--- src/rtl/ysyx_22050612_ifu.sv ---
// Instruction fetch unit: owns the PC, issues one fetch at a time to instruction
// memory and hands each fetched word with its PC to decode over valid/ready.
module ysyx_22050612_ifu #(
   parameter logic [63:0] RESET_PC = 64'h0000_0000_8000_0000,
   parameter int          CNT_W    = 32
) (
   input  logic             clk,
   input  logic             rst_n,
   output logic             imem_req_valid,
   input  logic             imem_req_ready,
   output logic [63:0]      imem_addr,
   input  logic             imem_rsp_valid,
   input  logic [31:0]      imem_rsp_data,
   output logic             inst_valid,
   input  logic             inst_ready,
   output logic [31:0]      inst,
   output logic [63:0]      inst_pc,
   input  logic             redirect_valid,
   input  logic [63:0]      redirect_pc,
   input  logic             halt,
   output logic             halted,
   output logic             misalign_err,
   output logic [CNT_W-1:0] inst_cnt
);

   typedef enum logic [1:0] {S_REQ, S_WAIT, S_HOLD, S_HALT} state_t;

   state_t           r_state, w_state_nxt;
   logic [63:0]      r_pc;
   logic             r_drop;
   logic [31:0]      r_inst;
   logic [63:0]      r_inst_pc;
   logic [CNT_W-1:0] r_cnt;
   logic             r_misalign;

   logic [63:0] w_target;
   logic        w_redir;
   logic        w_req_fire;
   logic        w_rsp_wait;
   logic        w_inst_fire;
   logic        w_latch;

   assign w_target    = {redirect_pc[63:2], 2'b00};
   // halt wins over everything, so a redirect that arrives with it has no effect
   assign w_redir     = redirect_valid && (r_state != S_HALT) && !halt;
   assign w_req_fire  = (r_state == S_REQ) && imem_req_ready;
   assign w_rsp_wait  = (r_state == S_WAIT) && imem_rsp_valid;
   assign w_inst_fire = (r_state == S_HOLD) && inst_ready;
   assign w_latch     = w_rsp_wait && !r_drop && !w_redir && !halt;

   // state register
   always_ff @(posedge clk) begin
      if (!rst_n) r_state <= S_REQ;
      else        r_state <= w_state_nxt;
   end

   // next-state logic
   always_comb begin
      w_state_nxt = r_state;
      if (halt || r_state == S_HALT) begin
         w_state_nxt = S_HALT;
      end else begin
         case (r_state)
            S_REQ:  if (imem_req_ready) w_state_nxt = S_WAIT;
            S_WAIT: if (imem_rsp_valid) w_state_nxt = (r_drop || w_redir) ? S_REQ : S_HOLD;
            S_HOLD: if (inst_ready || w_redir) w_state_nxt = S_REQ;
            default: w_state_nxt = S_HALT;
         endcase
      end
   end

   // outputs
   always_comb begin
      imem_req_valid = (r_state == S_REQ);
      inst_valid     = (r_state == S_HOLD);
      halted         = (r_state == S_HALT);
   end

   assign imem_addr    = r_pc;
   assign inst         = r_inst;
   assign inst_pc      = r_inst_pc;
   assign inst_cnt     = r_cnt;
   assign misalign_err = r_misalign;

   always_ff @(posedge clk) begin
      if (!rst_n) begin
         r_pc       <= RESET_PC;
         r_drop     <= 1'b0;
         r_inst     <= 32'h0;
         r_inst_pc  <= 64'h0;
         r_cnt      <= '0;
         r_misalign <= 1'b0;
      end else begin
         r_misalign <= w_redir && (redirect_pc[1:0] != 2'b00);
         if (w_redir)                  r_pc <= w_target;
         else if (w_inst_fire && !halt) r_pc <= r_pc + 64'd4;
         // a fetch in flight when the PC changes must have its word thrown away
         if (w_rsp_wait)                                  r_drop <= 1'b0;
         else if (w_redir && (w_req_fire || r_state == S_WAIT)) r_drop <= 1'b1;
         if (w_latch) begin
            r_inst    <= imem_rsp_data;
            r_inst_pc <= r_pc;
         end
         if (w_inst_fire) r_cnt <= r_cnt + 1'b1;
      end
   end

endmodule

--- config.mk ---
export PLATFORM = sky130hd
export DESIGN_NAME = ysyx_22050612_ifu
export DESIGN_NICKNAME = d
export VERILOG_FILES = /design/src/rtl/ysyx_22050612_ifu.sv
export SDC_FILE = /design/constraint.sdc
export NUM_CORES = 1
export LEC_CHECK = 0
export CAP_MARGIN = 20
export CORE_ASPECT_RATIO = 1.5
export CORE_MARGIN = 8
export CORE_UTILIZATION = 35
export CTS_CLUSTER_SIZE = 40
export DETAILED_ROUTE_END_ITERATION = 10
export PLACE_DENSITY = 0.73
export SLEW_MARGIN = 20
export SYNTH_ARGS = -nofsm -noshare
export SYNTH_HDL_FRONTEND = slang
export SYNTH_SLANG_ARGS = --single-unit
export TNS_END_PERCENT = 1
--- constraint.sdc ---
create_clock -name clk -period 2.85 [get_ports clk]
set_input_delay 0.57 -clock clk [delete_from_list [all_inputs] [get_ports clk]]
set_output_delay 0.57 -clock clk [all_outputs]
set_load 0.02 [all_outputs]
==> impl_metrics.ini, run 1 <==
[detailed_routing]
drc_errors = 0
routedWlPerCell_um = 19.16
detail-route-antenna-nets = 0
first_pass_iters = 5
finalWirelength_um = 33970
via_per_inst = 5.404
drt_iter0_markers = 741
num_vias = 9582

[placement]
numPortBuffers = 294
routabilityCongestion = 0.8701
hpwl_um = 24980
place_area_sq_mm = 0.01248
place_ws_ns = 0.04139
dp.cells = 1740

[pwr]
power_mw = 6.187
power_density_mw_per_mm2 = 474.6
peakVddDrop_uv = 428.8
p_leak_nw = 4.279

[worst_setup_path]
endpoint_kind = flip-flop
cp_max_fo = 10
r2r_start = imem_addr[10]
reg2reg_depth = 7
crit_type = flip-flop to flip-flop
cp-start-kind = flip-flop
rrSetupSlack_ns = 0.23
r2r-end = imem_addr[58]
required_ns = 3.22
crit_arrival_ns = 2.99

[clocking]
cts_buffers = 17
cts.clk_slew.worst_paths_ns = 0.07
cts_resized = 0
holdBufCountCts = 0
clock_latency_ns = 0.45
cts_tree = yes
cts_buffer_depth = 2
clkSinkCount = 192
post_cts_buffers = 0
cts_htree_levels = 4
root_buffer = clkbuf_16

[timing]
rsz0062_at_grt = false
whs_ns = 0.4539
drv_slew = 0
period_minus_slack_ns = 2.620
period_share = 0.9193
max_slew_margin = 0.5888
setup_viol = 0
tns_ns = 0
layout_setup_ws_ns = 0.2299
finalHoldViolations = 0
fmax_ghz = 0.3817
worst_pin_slew_ns = 0.6168
fin_skew_ns = 0.01585

[hold_path]
hold_start = inst_pc[7]
hold_path_class = flip-flop to flip-flop
hold_end = inst_pc[7]
worstHoldPathCells = 2

[cells_and_area]
area_growth_pct = 46.60
fin_util = 0.5204
fin_cells = 1773
nFillCells = 2365
fin_area_sq_mm = 0.01304
finalNetCount = 1540
drive_gt1_frac = 0.07825

[yosys]
synth_top_cell_area_share = 0.4322
ys_top_cells_by_area = dfxtp_1, nand2_1, a21oi_1
synthFlopType = dfxtp_1
yosysTopAreaCell = dfxtp_1
synth_area_sq_mm = 0.008892
syn_area_per_cell_sq_um = 7.842
synth-edff-count = 0
ys_ff_latch = 192
yosys_warnings = 0
post-synth-top-count-cell = nand2_1
synth_top_cells_by_count = nand2_1, dfxtp_1, a21oi_1
synthArstFlopShare = 0
yosysUniqueCellTypes = 64
ys_seq_area_frac = 0.4322
synth_cells = 1134

[status]
status = finished, final reports clean

[global_routing]
antenna_found_initial = 2
grt_usage = 0.2130
grt_max_degree = 128
grt_overflow_total = 0
grt_pass1_vias = 9246
grt_pass1_wl_um = 52560

[flow_run]
cap_violations = 0

[floorplanning]
die_y_um = 211.2
fp-row-count = 71
coreArea_sq_mm = 0.02505
dieArea_sq_mm = 0.03087
die_width_um = 146.1
initial_core_util = 0.3550
pin_count = 299
worst max path at each step:
| stage | from | endpoint | slack (ns) | cells after the start |
|---|---|---|---|---|
| after floorplan | r_state[0] | inst_cnt[30] | 0.40 | 8 |
| after global placement | inst_ready | imem_addr[31] | 0.09 | 7 |
| after detailed placement | inst_ready | imem_addr[13] | 0.04 | 7 |
| after CTS | imem_addr[10] | imem_addr[58] | 0.26 | 7 |
| after global routing | imem_addr[10] | imem_addr[58] | 0.08 | 7 |
| final | imem_addr[10] | imem_addr[58] | 0.23 | 7 |
logic make-up after synthesis:
kind of cell               after synthesis  share of synthesized area
AOI/OAI and AO/OA                      256                     0.1741
xor gates and xnor gates                40                    0.03940
adders and majority gates                6                   0.008442
buffers and inverters                   96                    0.04376
DFF                                    192                     0.4323
muxes                                    6                   0.006895
other                                    1                  0.0004217
and+or+nand+nor                        537                     0.2948
power breakdown:
group / leakage, nW / switching (mW) / internal [mW]
combinational: 2.47 / 0.527 / 0.471
sequential: 1.56 / 0.123 / 2.78
clock: 0.254 / 1.10 / 1.19
total: 4.28 / 1.75 / 4.44
flip-flops by register name, summed over array words and instances, names as in the netlist:
register	count
imem_addr	62
inst_pc	62
inst	32
inst_cnt	32
r_state	2
misalign_err	1
r_drop	1
area by class of cell:
class	instances	area, sq um	share of cell area
Multi-Input combinational cell	849	4679	0.3590
Sequential cell	192	3844	0.2948
Timing Repair Buffer	357	3491	0.2678
Clock buffer	21	470.5	0.03609
Tap cell	328	410.4	0.03148
Clock inverter	11	81.33	0.006239
Inverter	14	57.56	0.004415
Antenna cell	1	2.502	0.0001920
layer usage:
metal,routed length (um),part of all wire,global-route usage,vias to the layer above
met5,13,0.00038,0,-
met1,13060,0.38,0.2398,4532
met2,17410,0.51,0.3748,353
met3,2496,0.073,0.05617,64
met4,982,0.029,0.08734,2
li1,-,-,-,4631
worst max-delay path, cell delays in order (launching register included):
cell and delay [ns]:
dfxtp_1 0.50, nand4_1 0.33, nor4_1 0.43, buf_4 0.19
buf_4 0.18, nand4_2 0.25, or4_1 0.57, o211ai_1 0.10
cells in the final DEF, fill, tap and decap left out, drive strengths merged, types with 3 or more instances in the layout:
cell / synthesis / layout
o22ai: 3 / 3
o21ai: 25 / 25
a21oi: 131 / 131
o311ai: 4 / 4
a21o: 3 / 3
nand4: 46 / 46
and2: 9 / 9
clkinvlp: 0 / 6
xnor2: 23 / 23
clkbuf: 62 / 21
inv: 13 / 16
a22oi: 21 / 21
a211oi: 10 / 10
clkdlybuf4s50: 0 / 294
and4: 12 / 12
or3: 18 / 18
and3: 13 / 13
xor2: 17 / 17
nand2b: 3 / 3
a31oi: 18 / 18
ha: 6 / 6
nand3: 48 / 48
a41oi: 5 / 5
clkinv: 1 / 3
nor2: 69 / 69
mux2i: 5 / 5
dfxtp: 192 / 192
buf: 20 / 63
nor4: 22 / 22
nand2: 249 / 249
nor3: 20 / 20
o211ai: 18 / 18
conb: 1 / 4
or4: 15 / 15
Power figures use the tool's default switching activity.
==> run 2, diff against run 1 <==
CORE_MARGIN = 3   (was 8)
==> run 2 against run 1 <==
  * Clock skew decreased by 0.0028 ns
  * Total power increased by 3.0%
  * Non-clock buffer count decreased by 2
  * Critical path depth decreased by 1
  * Clock power increased by 8%
  * Utilization increased by 0.92 points
  * Via count increased by 0.69%
  * Sequential power about the same
  * Sequential cell count unchanged
  * Highest routed layer unchanged
  * Cell area increased by 0.34%
  * Final cell count decreased by 0.45%
==> impl_metrics.ini, run 2 (synthesized netlist as in run 1, its figures left out) <==
[timing]
period_share = 0.8983
setup_viol = 0
whs_ns = 0.4522
max_slew_margin = 0.4461
worst_pin_slew_ns = 0.8278
rsz0062_at_grt = false
finalHoldViolations = 0
drv_slew = 0
fin_skew_ns = 0.01305
fmax_ghz = 0.3906
tns_ns = 0
period_minus_slack_ns = 2.560

[detailed_routing]
num_vias = 9648
finalWirelength_um = 32220
drc_errors = 0
routedWlPerCell_um = 18.26
detail-route-antenna-nets = 0
first_pass_iters = 6
drt_iter0_markers = 740
via_per_inst = 5.466

[hold_path]
worstHoldPathCells = 2
hold_start = inst_pc[21]
hold_end = inst_pc[21]
hold_path_class = flip-flop to flip-flop

[worst_setup_path]
crit_type = flip-flop to flip-flop
rrSetupSlack_ns = 0.29
cp_max_fo = 10
required_ns = 3.21
cp-start-kind = flip-flop
r2r_start = imem_addr[19]
crit_arrival_ns = 2.92
r2r-end = imem_addr[58]
endpoint_kind = flip-flop
reg2reg_depth = 6

[cells_and_area]
drive_gt1_frac = 0.07564
regArea_sq_mm = 0.003844
final_cell_mix = clkdlybuf4s50_1, nand2_1, dfxtp_1
fin_cells = 1765
fin_util = 0.5296
layout_commonest_cell = clkdlybuf4s50_1
finalNetCount = 1538
area_growth_pct = 47.09
fin_area_sq_mm = 0.01308
multiInputGateArea_sq_mm = 0.004679
num_antenna_cells = 0
nFillCells = 2351

[pwr]
combPwrFrac = 0.154
swShare = 0.2728
p_leak_nw = 4.298
seqPwrFrac = 0.456
power_density_mw_per_mm2 = 487.1
clock_power_share = 0.390
internal_power_mw = 4.633
p_sw_mw = 1.738
peakVddDrop_uv = 437.9

[clocking]
cts_buffer_depth = 2
clkSinkCount = 192
cts_resized = 0
holdBufCountCts = 0
cts.clk_slew.worst_paths_ns = 0.07
cts_tree = yes
root_buffer = clkbuf_16
clock_latency_ns = 0.45
cts_htree_levels = 4
post_cts_buffers = 0
cts_buffers = 17

[floorplanning]
pin_count = 299
fp-row-count = 70
coreArea_sq_mm = 0.02470
die_y_um = 201.2
die_width_um = 136.1
initial_core_util = 0.3600
dieArea_sq_mm = 0.02739

[placement]
place_area_sq_mm = 0.01249
dp.cells = 1734
numPortBuffers = 294
hpwl_um = 23460
routabilityCongestion = 0.9017

[status]
status = finished, final reports clean

[flow_run]
cap_violations = 0

[global_routing]
grt_overflow_total = 0
grt_max_degree = 87
grt_pass1_wl_um = 49810
antenna_found_initial = 1
grt_usage = 0.2288
grt_pass1_vias = 9011
run 2: cell types whose count changed in the layout (fill, tap and decap cells not counted), sizes merged:
cell	previous run	this run
inv	16	17
clkinvlp	6	4
clkinv	3	2
clkbuf	21	19
buf	63	61
diode	1	0
bufinv	0	3
run 2: area by class of cell:
type / count / area share
clock inverter: 12 / 0.01224
sequential: 192 / 0.2939
timing repair buffer: 355 / 0.2676
multi-input combinational: 849 / 0.3578
clock buffer: 19 / 0.03310
tap: 324 / 0.03099
inverter: 14 / 0.004400
run 2: worst max-delay path by stage:
stage             startpoint            end  cells after the start
2_1_floorplan     r_state[0]   inst_cnt[30]                      8
3_3_place_gp      inst_ready  imem_addr[31]                      7
3_5_place_dp      inst_ready  imem_addr[13]                      7
4_1_cts        imem_addr[19]  imem_addr[58]                      6
5_1_grt        imem_addr[34]  imem_addr[58]                      5
6_report       imem_addr[19]  imem_addr[58]                      6
run 2: power groups by stage:
stage                     Sequential, mW  Clock (mW)  Combinational (mW)
after floorplan                     3.06           0               0.336
after global placement              2.96           0               0.971
after detailed placement            2.96           0               0.977
after CTS                           2.90        2.54               0.982
after global routing                2.92        2.64                1.05
final                               2.91        2.48               0.981
run 2: critical path, cell delays in order (launching register included):
cell and delay [ns]:
dfxtp_1 0.47, nand4_2 0.27, nor4_1 0.48, buf_4 0.27, nand4_2 0.28, or4_1 0.59
o211ai_1 0.11
run 2: metrics by stage:
stage / setup WS (ns) / total power [mW]
finish: 0.2898 / 6.371
global route: 0.1535 / 6.609
CTS: 0.3321 / 6.423
detailed placement: 0.08550 / 3.941
global placement: 0.09586 / 3.931
floorplan: 0.4016 / 3.394
run 2: routing by layer:
layer / vias up / GRT usage / wire length, um
met5: - / 0 / 13
met4: 2 / 0.09726 / 1048
met3: 60 / 0.04927 / 2162
met2: 355 / 0.3871 / 16190
met1: 4604 / 0.2776 / 12810
li1: 4627 / - / -
==> run 3, diff against run 2 <==
ABC_AREA = 0   (was default)
==> results of run 3 <==
Same layout as run 2: the final DEF is identical, and so are final timing and power.
